[src/rtl/station_pkg.sv]
// Shared display codes and converter state encoding for the station temperature path.
package station_pkg;

  localparam logic [3:0] BCD_BLANK          = 4'hF;
  localparam logic [3:0] BCD_ERR_CODE       = 4'hA;
  localparam logic [7:0] DISP_BLANK_WORD    = {BCD_BLANK, BCD_BLANK};
  localparam logic [3:0] BCD_ADD3_THRESHOLD = 4'd5;

  typedef enum logic [1:0] {
    ST_IDLE    = 2'd0,
    ST_CONVERT = 2'd1,
    ST_FINISH  = 2'd2
  } conv_state_t;

endpackage

[src/rtl/bcd_add3_adjust.sv]
// Double-dabble nibble correction: a digit of 5 or more gets +3 so the next shift carries correctly.
module bcd_add3_adjust
  import station_pkg::*;
(
  input  logic [3:0] i_nibble,
  output logic [3:0] o_nibble
);

  assign o_nibble = (i_nibble >= BCD_ADD3_THRESHOLD) ? (i_nibble + 4'd3) : i_nibble;

endmodule

[src/rtl/temp_bcd_converter.sv]
// Sequential binary-to-BCD converter (one double-dabble step per clock) feeding the
// seven-segment display with a blanked / error-coded two-digit temperature.
module temp_bcd_converter
  import station_pkg::*;
#(
  parameter int         IN_WIDTH           = 8,
  parameter bit         BLANK_LEADING_ZERO = 1'b1,
  parameter logic [7:0] OVR_CODE           = {BCD_ERR_CODE, BCD_ERR_CODE}
) (
  input  logic                sysCLK,
  input  logic                reset,
  input  logic                start,
  input  logic [IN_WIDTH-1:0] binTemp,
  output logic [7:0]          decimalTemp,
  output logic                busy,
  output logic                done,
  output logic                overRange
);

  localparam int             CNT_W     = $clog2(IN_WIDTH + 1);
  localparam logic [CNT_W-1:0] LAST_ITER = CNT_W'(IN_WIDTH - 1);

  // Three BCD digits hold at most 999, so inputs wider than 9 bits could overflow the hundreds digit.
  if (IN_WIDTH < 4 || IN_WIDTH > 9) begin : g_bad_width
    $error("temp_bcd_converter: IN_WIDTH must be within 4..9");
  end

  conv_state_t         r_state;
  conv_state_t         w_nextState;
  logic [IN_WIDTH-1:0] r_bin;
  logic [11:0]         r_bcd;
  logic [11:0]         w_bcdAdj;
  logic [CNT_W-1:0]    r_count;
  logic [7:0]          r_decimal;
  logic                r_busy;
  logic                r_done;
  logic                r_overRange;
  logic [7:0]          w_resultWord;
  logic                w_resultOvr;

  for (genvar g = 0; g < 3; g++) begin : g_adjust
    bcd_add3_adjust u_adjust (
      .i_nibble (r_bcd[4*g +: 4]),
      .o_nibble (w_bcdAdj[4*g +: 4])
    );
  end

  always_ff @(posedge sysCLK) begin
    if (reset) r_state <= ST_IDLE;
    else       r_state <= w_nextState;
  end

  always_comb begin
    w_nextState = r_state;
    case (r_state)
      ST_IDLE:    if (start) w_nextState = ST_CONVERT;
      ST_CONVERT: if (r_count == LAST_ITER) w_nextState = ST_FINISH;
      ST_FINISH:  w_nextState = ST_IDLE;
      default:    w_nextState = ST_IDLE;
    endcase
  end

  // Display formatting of the finished accumulator: error code, blanked tens, or plain digits.
  always_comb begin
    w_resultWord = r_bcd[7:0];
    w_resultOvr  = 1'b0;
    if (r_bcd[11:8] != 4'd0) begin
      w_resultWord = OVR_CODE;
      w_resultOvr  = 1'b1;
    end else if (BLANK_LEADING_ZERO && r_bcd[7:4] == 4'd0) begin
      w_resultWord = {BCD_BLANK, r_bcd[3:0]};
    end
  end

  always_ff @(posedge sysCLK) begin
    if (reset) begin
      r_bin       <= '0;
      r_bcd       <= '0;
      r_count     <= '0;
      r_decimal   <= DISP_BLANK_WORD;
      r_busy      <= 1'b0;
      r_done      <= 1'b0;
      r_overRange <= 1'b0;
    end else begin
      r_done <= 1'b0;
      case (r_state)
        ST_IDLE: begin
          if (start) begin
            r_bin   <= binTemp;
            r_bcd   <= '0;
            r_count <= '0;
            r_busy  <= 1'b1;
          end
        end
        ST_CONVERT: begin
          {r_bcd, r_bin} <= {w_bcdAdj, r_bin} << 1;
          r_count        <= r_count + CNT_W'(1);
        end
        ST_FINISH: begin
          r_decimal   <= w_resultWord;
          r_overRange <= w_resultOvr;
          r_done      <= 1'b1;
          r_busy      <= 1'b0;
        end
        default: ;
      endcase
    end
  end

  assign decimalTemp = r_decimal;
  assign busy        = r_busy;
  assign done        = r_done;
  assign overRange   = r_overRange;

endmodule

[config.mk]
export PLATFORM = sky130hd
export DESIGN_NAME = temp_bcd_converter
export DESIGN_NICKNAME = d
export VERILOG_FILES = /design/src/rtl/station_pkg.sv /design/src/rtl/bcd_add3_adjust.sv /design/src/rtl/temp_bcd_converter.sv
export SDC_FILE = /design/constraint.sdc
export NUM_CORES = 1
export LEC_CHECK = 0
export BUFFER_PORTS_ARGS = -buffer_cell sky130_fd_sc_hd__buf_2
export CORE_UTILIZATION = 38
export CTS_BUF_LIST = sky130_fd_sc_hd__clkbuf_16
export DETAILED_ROUTE_END_ITERATION = 16
export GPL_TIMING_DRIVEN = 1
export PLACE_DENSITY_LB_ADDON = 0.08
export REMOVE_ABC_BUFFERS = 1
export SKIP_LAST_GASP = 1
export SLEW_MARGIN = 20
export SYNTH_ARGS = -nofsm -noshare
export SYNTH_HDL_FRONTEND = slang
export SYNTH_SLANG_ARGS = --single-unit
[constraint.sdc]
create_clock -name sysCLK -period 1.6 [get_ports sysCLK]
set_clock_uncertainty 0.1 [all_clocks]
set_input_delay 0.32 -clock sysCLK [delete_from_list [all_inputs] [get_ports sysCLK]]
set_output_delay 0.32 -clock sysCLK [all_outputs]
set_load 0.01 [all_outputs]
==> impl_table.tex, run 1 <==
\begin{tabular}{lr}
\hline
Metric & Value \\
\hline
\multicolumn{2}{l}{\textbf{Layout}} \\
\quad Area occupied by registers & 743.2 µm² \\
\quad P\&R area growth vs syn & 22.08\% \\
\quad Number of standard cells in the final layout excluding fillers & between 200 and 300 \\
\quad Fill cell instance count of the final layout & approximately 400 \\
\quad Area used by multi-input combinational logic & 875.8 µm² \\
\quad Final cell utilization of the core & between 40\% and 50\% \\
\quad Diodes inserted & 0 \\
\quad Final Net Count & 237 \\
\quad Layout cell share with drive strength beyond 1 & a little under a quarter \\
\multicolumn{2}{l}{\textbf{Power}} \\
\quad Share of power burned in combinational logic & between 7 and 8\% \\
\quad Power density over the cells & 1006 nW/µm² \\
\quad Sum of internal, switching and leakage power & between 2 and 2.5 mW \\
\quad Sequential share of power & between 40\% and 50\% \\
\quad Clock power share & 45.0\% \\
\quad Switching part of the total & $\sim$22\% \\
\quad Leak Pwr & 0.8487 nW \\
\quad Maximum VDD drop & just over 0.5 mV \\
\quad Internal power & roughly 1.6 mW \\
\quad Switch Pwr & approximately 0.46 mW \\
\multicolumn{2}{l}{\textbf{Logic synthesis}} \\
\quad Average cell area after synthesis & approximately 8.8 µm² \\
\quad Most frequent cells after synthesis & 37 x dfxtp\_1, 30 x nor2\_1, 14 x a21oi\_1, 14 x nor3\_1 \\
\quad Fraction of registers with async set/reset & 0\% \\
\quad Most frequently used flop master after synthesis & dfxtp\_1 \\
\quad Seq/Total Area, Yosys & 44.61\% \\
\quad Cell taking the most area after synthesis & dfxtp\_1 \\
\quad Synthesized instance count & between 150 and 200 \\
\quad Mapped Area & $\sim$1700 µm² \\
\quad Share of Yosys cell area claimed by the top area cell type & 44.61\% \\
\quad Most common cell in the netlist & dfxtp\_1 \\
\quad Leading post-synthesis cells by cell area & dfxtp\_1 45\%, nor2\_1 6.8\%, ha\_1 5.3\% \\
\quad Yosys cell types & 32 \\
\quad Post-synth EDFFs & 0 \\
\quad YS warnings & 0 \\
\quad \#FFs+latches synth & 37 \\
\multicolumn{2}{l}{\textbf{CTS}} \\
\quad Clock Tree Root & clkbuf\_16 \\
\quad TritonCTS clock tree & built \\
\quad Depth of the CTS H-tree & 2 \\
\quad Source-to-sink clock delay at the later pin of the worst-skew pair & 0.27 ns \\
\quad Worst-case clock buffer depth & 2 \\
\quad Clock transition at path regs & approximately 0.06 ns \\
\quad TritonCTS buffer count & 5 \\
\quad Number of hold-repair buffers added at the cts stage & 0 \\
\quad Post\_cts resized & 0 \\
\quad \# Post-CTS Setup Buffers & 0 \\
\quad Num Clock Sinks & 37 \\
\multicolumn{2}{l}{\textbf{STA}} \\
\quad Final Hold Fails & 0 \\
\quad Number of max-slew violations in the final report & 0 \\
\quad Minimum clock period & roughly 1.5 ns \\
\quad Total negative setup slack & 0 ns \\
\quad Worst hold-check slack & just over 0.3 ns \\
\quad Max Clock Freq & 659.7 MHz \\
\quad Final cycle utilization of the critical path & 94.74\% \\
\quad Worst relative slew slack & 70.40\% \\
\quad Slew at the pin closest to its max-slew limit & between 0.4 and 0.5 ns \\
\quad Final-report setup violation count & 0 \\
\multicolumn{2}{l}{\textbf{Global routing}} \\
\quad Largest net degree at the start of global routing & 19 \\
\quad Total global routing track utilization & a little under a fifth \\
\quad Number of antenna violations at the first check in global routing & 0 \\
\quad Wire length of the first global-routing pass & between 6 and 7 mm \\
\quad Residual overflow from global routing & 0 \\
\quad Vias in the first global route & roughly 1400 \\
\multicolumn{2}{l}{\textbf{Place}} \\
\quad Buffers added on ports & 21 \\
\quad Placed cells & between 200 and 300 \\
\quad Routability Congestion & 0.9043 \\
\quad Detailed placer's ending HPWL & between 2 and 3 mm \\
\multicolumn{2}{l}{\textbf{Routing}} \\
\quad Final ANT Viol Nets & 0 \\
\quad Drt via density & approximately 5.5 \\
\quad Router iterations before antenna repair & 4 \\
\quad Routed WL & roughly 3.8 mm \\
\quad Initial DRC Count & roughly 80 \\
\quad Detailed-route via count & 1479 \\
\quad Count of unresolved DRC violations after routing & 0 \\
\quad Average detailed-routed wire length per instance & around 14 µm \\
\multicolumn{2}{l}{\textbf{Setup path}} \\
\quad Series of cell instances along the critical path & inv\_1 > ha\_1 > nand2b\_1 > a21oi\_2 > mux2i\_1 > a22o\_1 \\
\quad Setup CP Type & reg2reg \\
\quad Count of buffer and inverter cells on the critical path & 1 \\
\quad Critical Path Start & r\_bcd[1] \\
\quad Worst endpoint required time & about 1.7 ns \\
\quad Biggest cell delay along the critical path & between 0.3 and 0.4 ns \\
\quad Endpoint class of the critical path & flop \\
\quad Cell with the largest stage delay on the worst path & dfxtp\_1 \\
\quad Crit start category & flop \\
\quad Endpoint of the most critical register-to-register path & r\_bcd[2] \\
\quad Internal reg-to-reg setup slack & 0.08 ns \\
\quad Biggest fanout along the worst timing path & 4 \\
\quad Cell depth of the worst flop-to-flop path & 6 \\
\quad Launch point of the worst reg-to-reg path & r\_bcd[1] \\
\quad Cell family with most CP delay & flip-flops \\
\quad Worst EP arrival & about 1.6 ns \\
\multicolumn{2}{l}{\textbf{Worst hold path}} \\
\quad Hold worst-path end & r\_bcd[0] \\
\quad Start point of the worst min-delay path & reset \\
\quad Class of the tightest hold or removal check & in2reg \\
\quad Worst hold path depth & 2 \\
\multicolumn{2}{l}{\textbf{Status}} \\
\quad Run status & completed \\
\multicolumn{2}{l}{\textbf{Floorplanning}} \\
\quad Area inside the core boundary & between 4000 and 5000 µm² \\
\quad Die Span Y & about 68 µm \\
\quad Floorplan die area & around 4600 µm² \\
\quad Effective utilization at floorplan & between 40\% and 50\% \\
\quad Die Wd & roughly 68 µm \\
\quad Boundary pin count & 22 \\
\quad Site row count & 23 \\
\multicolumn{2}{l}{\textbf{Job}} \\
\quad Maximum capacitance violations & 0 \\
\hline
\end{tabular}
==> flip-flops by register name, summed over array words and instances (netlist names) <==
register     flops
r_bin            8
done             1
busy             1
overRange        1
r_bcd           12
decimalTemp      8
r_state          2
r_count          4
==> kinds of logic after synthesis <==
family | after synthesis | share of synthesized area, %
and+or+nand+nor | 75 | 22.76
AOI/OAI and AO/OA | 47 | 18.99
DFF | 37 | 44.61
buffers and inverters | 15 | 3.918
adders and majority gates | 7 | 5.275
xor gates and xnor gates | 5 | 2.638
muxes | 3 | 1.809
==> how the worst max path moves through the flow <==
| stage | endpoint | depth (start not counted) |
|---|---|---|
| 6_report | r_bcd[2] | 6 |
| 5_1_grt | r_bcd[2] | 6 |
| 4_1_cts | r_bcd[2] | 6 |
| 3_5_place_dp | r_bcd[2] | 6 |
| 3_3_place_gp | r_bcd[2] | 6 |
| 2_1_floorplan | decimalTemp[5] | 4 |
==> placed cells by master, fill, tap and decap left out, types with 4 or more instances in the layout <==
| cell | netlist | final |
|---|---|---|
| dfxtp_1 | 37 | 35 |
| buf_4 | 1 | 10 |
| ha_1 | 7 | 7 |
| a21oi_1 | 14 | 11 |
| nand2b_1 | 9 | 9 |
| clkbuf_16 | 0 | 5 |
| nor2_2 | 4 | 4 |
| a2bb2oi_1 | 5 | 5 |
| nor3_1 | 14 | 14 |
| o21ai_0 | 9 | 9 |
| nor2_1 | 30 | 30 |
| nor2b_1 | 5 | 4 |
| o22ai_1 | 4 | 4 |
| inv_1 | 6 | 7 |
| a22o_1 | 8 | 8 |
| buf_2 | 4 | 21 |
| nand3_1 | 4 | 4 |
==> metrics by stage <==
stage	setup slack, ns	cell area [µm²]
floorplan	-0.04225	1622
global placement	0.09209	1864
detailed placement	0.02684	1864
CTS	0.01782	2003
global route	-0.002971	2027
finish	0.08423	2027
==> routing by layer <==
layer | routed length (µm) | GRT usage, % | share of wire, % | vias up
li1 | - | - | - | 722
met1 | 1747 | 21.39 | 47 | 720
met2 | 1819 | 31.13 | 49 | 33
met3 | 144 | 5.000 | 3.8 | 4
met5 | 0 | 0 | 0 | -
met4 | 38 | 6.250 | 1.0 | 0
==> power by group through the flow <==
stage	Combinational (mW)	Clock (mW)	Sequential, mW
after floorplan	0.0869	0	0.983
after global placement	0.154	0	0.980
after detailed placement	0.160	0	0.981
after CTS	0.160	0.942	0.961
after global routing	0.179	0.985	0.964
final	0.159	0.917	0.962
==> final cells by class <==
type | count | share of cell area (%)
Clock inverter | 3 | 0.6790
Sequential cell | 37 | 36.67
Inverter | 7 | 1.296
Clock buffer | 5 | 6.173
Multi-Input combinational cell | 137 | 43.21
Timing Repair Buffer | 31 | 8.889
Tap cell | 50 | 3.086
Note: power is estimated with default switching activity, not from simulation.
==> inputs of run 2 (changes only) <==
==> constraint.sdc (replaced) <==
create_clock -name sysCLK -period 1.6 [get_ports sysCLK]
set_clock_uncertainty 0.1 [all_clocks]
set_input_delay 0 -clock sysCLK [delete_from_list [all_inputs] [get_ports sysCLK]]
set_output_delay 0 -clock sysCLK [all_outputs]
set_load 0.01 [all_outputs]
==> impl_table.tex, run 2 (synthesis gave the netlist of run 1 again) <==
\begin{tabular}{lr}
\hline
Metric & Value \\
\hline
\multicolumn{2}{l}{\textbf{Setup path}} \\
\quad Critical Path Start & r\_bcd[1] \\
\quad Internal reg-to-reg setup slack & around 0.075 ns \\
\quad Crit start category & flop \\
\quad Worst EP arrival & approximately 1.7 ns \\
\quad Launch point of the worst reg-to-reg path & r\_bcd[1] \\
\quad Biggest fanout along the worst timing path & 4 \\
\quad Biggest cell delay along the critical path & around 0.38 ns \\
\quad Cell with the largest stage delay on the worst path & dfxtp\_1 \\
\quad Endpoint of the most critical register-to-register path & r\_bcd[2] \\
\quad Count of buffer and inverter cells on the critical path & 1 \\
\quad Worst endpoint required time & 1.73 ns \\
\quad Cell depth of the worst flop-to-flop path & 6 \\
\quad Endpoint class of the critical path & flop \\
\quad Cell family with most CP delay & flip-flops \\
\quad Critical path depth in cells & 6 \\
\quad Setup CP Type & reg2reg \\
\quad Series of cell instances along the critical path & inv\_1 > ha\_1 > nand2b\_1 > a21oi\_2 > mux2i\_1 > a22o\_1 \\
\multicolumn{2}{l}{\textbf{Global routing}} \\
\quad Residual overflow from global routing & 0 \\
\quad Total global routing track utilization & between 10\% and 20\% \\
\quad Vias in the first global route & between 1000 and 1500 \\
\quad Wire length of the first global-routing pass & 6.292 mm \\
\quad Number of antenna violations at the first check in global routing & 0 \\
\quad Largest net degree at the start of global routing & 17 \\
\multicolumn{2}{l}{\textbf{Routing}} \\
\quad Drt via density & roughly 5.2 \\
\quad Detailed-route via count & around 1400 \\
\quad Routed WL & roughly 3.7 mm \\
\quad Initial DRC Count & 62 \\
\quad Average detailed-routed wire length per instance & $\sim$14 µm \\
\quad Final ANT Viol Nets & 0 \\
\quad Router iterations before antenna repair & 4 \\
\quad Count of unresolved DRC violations after routing & 0 \\
\multicolumn{2}{l}{\textbf{Floorplanning}} \\
\quad Floorplan die area & 4638 µm² \\
\quad Die Span Y & $\sim$68 µm \\
\quad Site row count & 23 \\
\quad Boundary pin count & 22 \\
\quad Die Wd & 68.10 µm \\
\quad Effective utilization at floorplan & between 40\% and 50\% \\
\quad Area inside the core boundary & a little over 4000 µm² \\
\multicolumn{2}{l}{\textbf{Worst hold path}} \\
\quad Class of the tightest hold or removal check & in2reg \\
\quad Start point of the worst min-delay path & start \\
\quad Worst hold path depth & 3 \\
\quad Hold worst-path end & busy \\
\multicolumn{2}{l}{\textbf{CTS}} \\
\quad Clock transition at path regs & 0.06 ns \\
\quad Source-to-sink clock delay at the later pin of the worst-skew pair & between 0.2 and 0.3 ns \\
\quad Clock Tree Root & clkbuf\_16 \\
\quad Worst-case clock buffer depth & 2 \\
\quad Num Clock Sinks & 37 \\
\quad TritonCTS buffer count & 5 \\
\quad \# Post-CTS Setup Buffers & 0 \\
\quad TritonCTS clock tree & built \\
\quad Depth of the CTS H-tree & 2 \\
\multicolumn{2}{l}{\textbf{Layout}} \\
\quad Number of flip-flops in the largest register & 12 \\
\quad Most flops, register & r\_bcd \\
\quad P\&R area growth vs syn & 25.40\% \\
\quad Number of standard cells in the final layout excluding fillers & 272 \\
\quad Layout cell share with drive strength beyond 1 & a little under a quarter \\
\quad Diodes inserted & 0 \\
\quad Most frequent cells in the layout & 35 x dfxtp\_1, 30 x nor2\_1, 21 x buf\_2 \\
\quad Most common cell after layout, fill and taps aside & dfxtp\_1 \\
\quad Final Net Count & 239 \\
\multicolumn{2}{l}{\textbf{STA}} \\
\quad Final cycle utilization of the critical path & a little over nine tenths \\
\quad Final Hold Fails & 0 \\
\quad Number of max-slew violations in the final report & 0 \\
\quad Minimum clock period & 1.525 ns \\
\quad Worst relative slew slack & just over 70\% \\
\quad RSZ-0062 raised after global routing & true \\
\quad Max Clock Freq & 655.5 MHz \\
\quad Final-report setup violation count & 0 \\
\quad Slew at the pin closest to its max-slew limit & around 0.43 ns \\
\quad Worst hold-check slack & 0.03167 ns \\
\multicolumn{2}{l}{\textbf{Job}} \\
\quad Maximum capacitance violations & 0 \\
\multicolumn{2}{l}{\textbf{Place}} \\
\quad Placed cells & 263 \\
\quad Buffers added on ports & 21 \\
\quad Routability Congestion & roughly 0.8 \\
\quad Detailed placer's ending HPWL & 2.716 mm \\
\multicolumn{2}{l}{\textbf{Power}} \\
\quad Maximum VDD drop & around 0.69 mV \\
\quad Leak Pwr & between 0.8 and 0.9 nW \\
\quad Power density over the cells & 1074 nW/µm² \\
\multicolumn{2}{l}{\textbf{Status}} \\
\quad Run status & completed \\
\hline
\end{tabular}
==> run 2: cell types whose count changed in the layout (fill, tap and decap cells not counted), sizes merged <==
cell / change
buf: +1
bufinv: +1
clkinv: -1
clkinvlp: +1
dlygate4sd3: +1
inv: -1
==> run 2: how the worst max path moves through the flow <==
| stage | endpoint |
|---|---|
| after floorplan | decimalTemp[5] |
| after detailed placement | r_bcd[6] |
| after CTS | r_bcd[2] |
| after global routing | r_bcd[2] |
| after global placement | r_bcd[2] |
| final | r_bcd[2] |
==> run 2: stage by stage <==
stage	util [%]	area [µm²]	setup TNS, ns	total power, mW	setup WS, ns
floorplan	-	1622	-0.08449	1.070	-0.04225
global placement	46.11	1884	0	1.138	0.06174
detailed placement	46.11	1884	0	1.144	0.001043
CTS	50.64	2069	0	2.260	0.009990
global route	50.95	2082	-0.05489	2.331	-0.05489
finish	50.95	2082	0	2.236	0.07452
==> run 2: layout make-up <==
| type | instances | area [µm²] |
|---|---|---|
| fillers | 397 | 2004 |
| multi-input cells | 137 | 868.3 |
| flip-flops and latches | 37 | 743.2 |
| repair buffers | 33 | 210.2 |
| clock buffers | 5 | 125.1 |
| well taps | 50 | 62.56 |
| clock inverters | 3 | 46.29 |
| inverters | 7 | 26.28 |
==> run 2: routing by layer <==
layer  share of wire (%)  GRT usage (%)  up-vias
met5                   0              0        -
met2                  48          30.27       27
met1                  47          23.23      659
met4                 1.4          6.250        0
li1                    -              -      727
met3                 3.5          5.000        6
==> run 2: power breakdown <==
part           switching, mW  internal [mW]
logic                 0.0891         0.0751
clock network          0.373          0.736
registers             0.0157          0.947
total                  0.477           1.76
==> run 2: repair_timing <==
action | in CTS | in global routing
hold buffers | 1 | 0
cloned | 0 | 0
setup endpoints to repair | 2 | 9
hold endpoints to repair | 2 | 0
resized for setup | 1 | 5
==> run 2: tightest hold or removal path, delay by kind of cell <==
kind | cells | cell delay, ns
buffers and inverters | 1 | 0.16
AOI/OAI and AO/OA | 1 | 0.16
and+or+nand+nor | 1 | 0.05
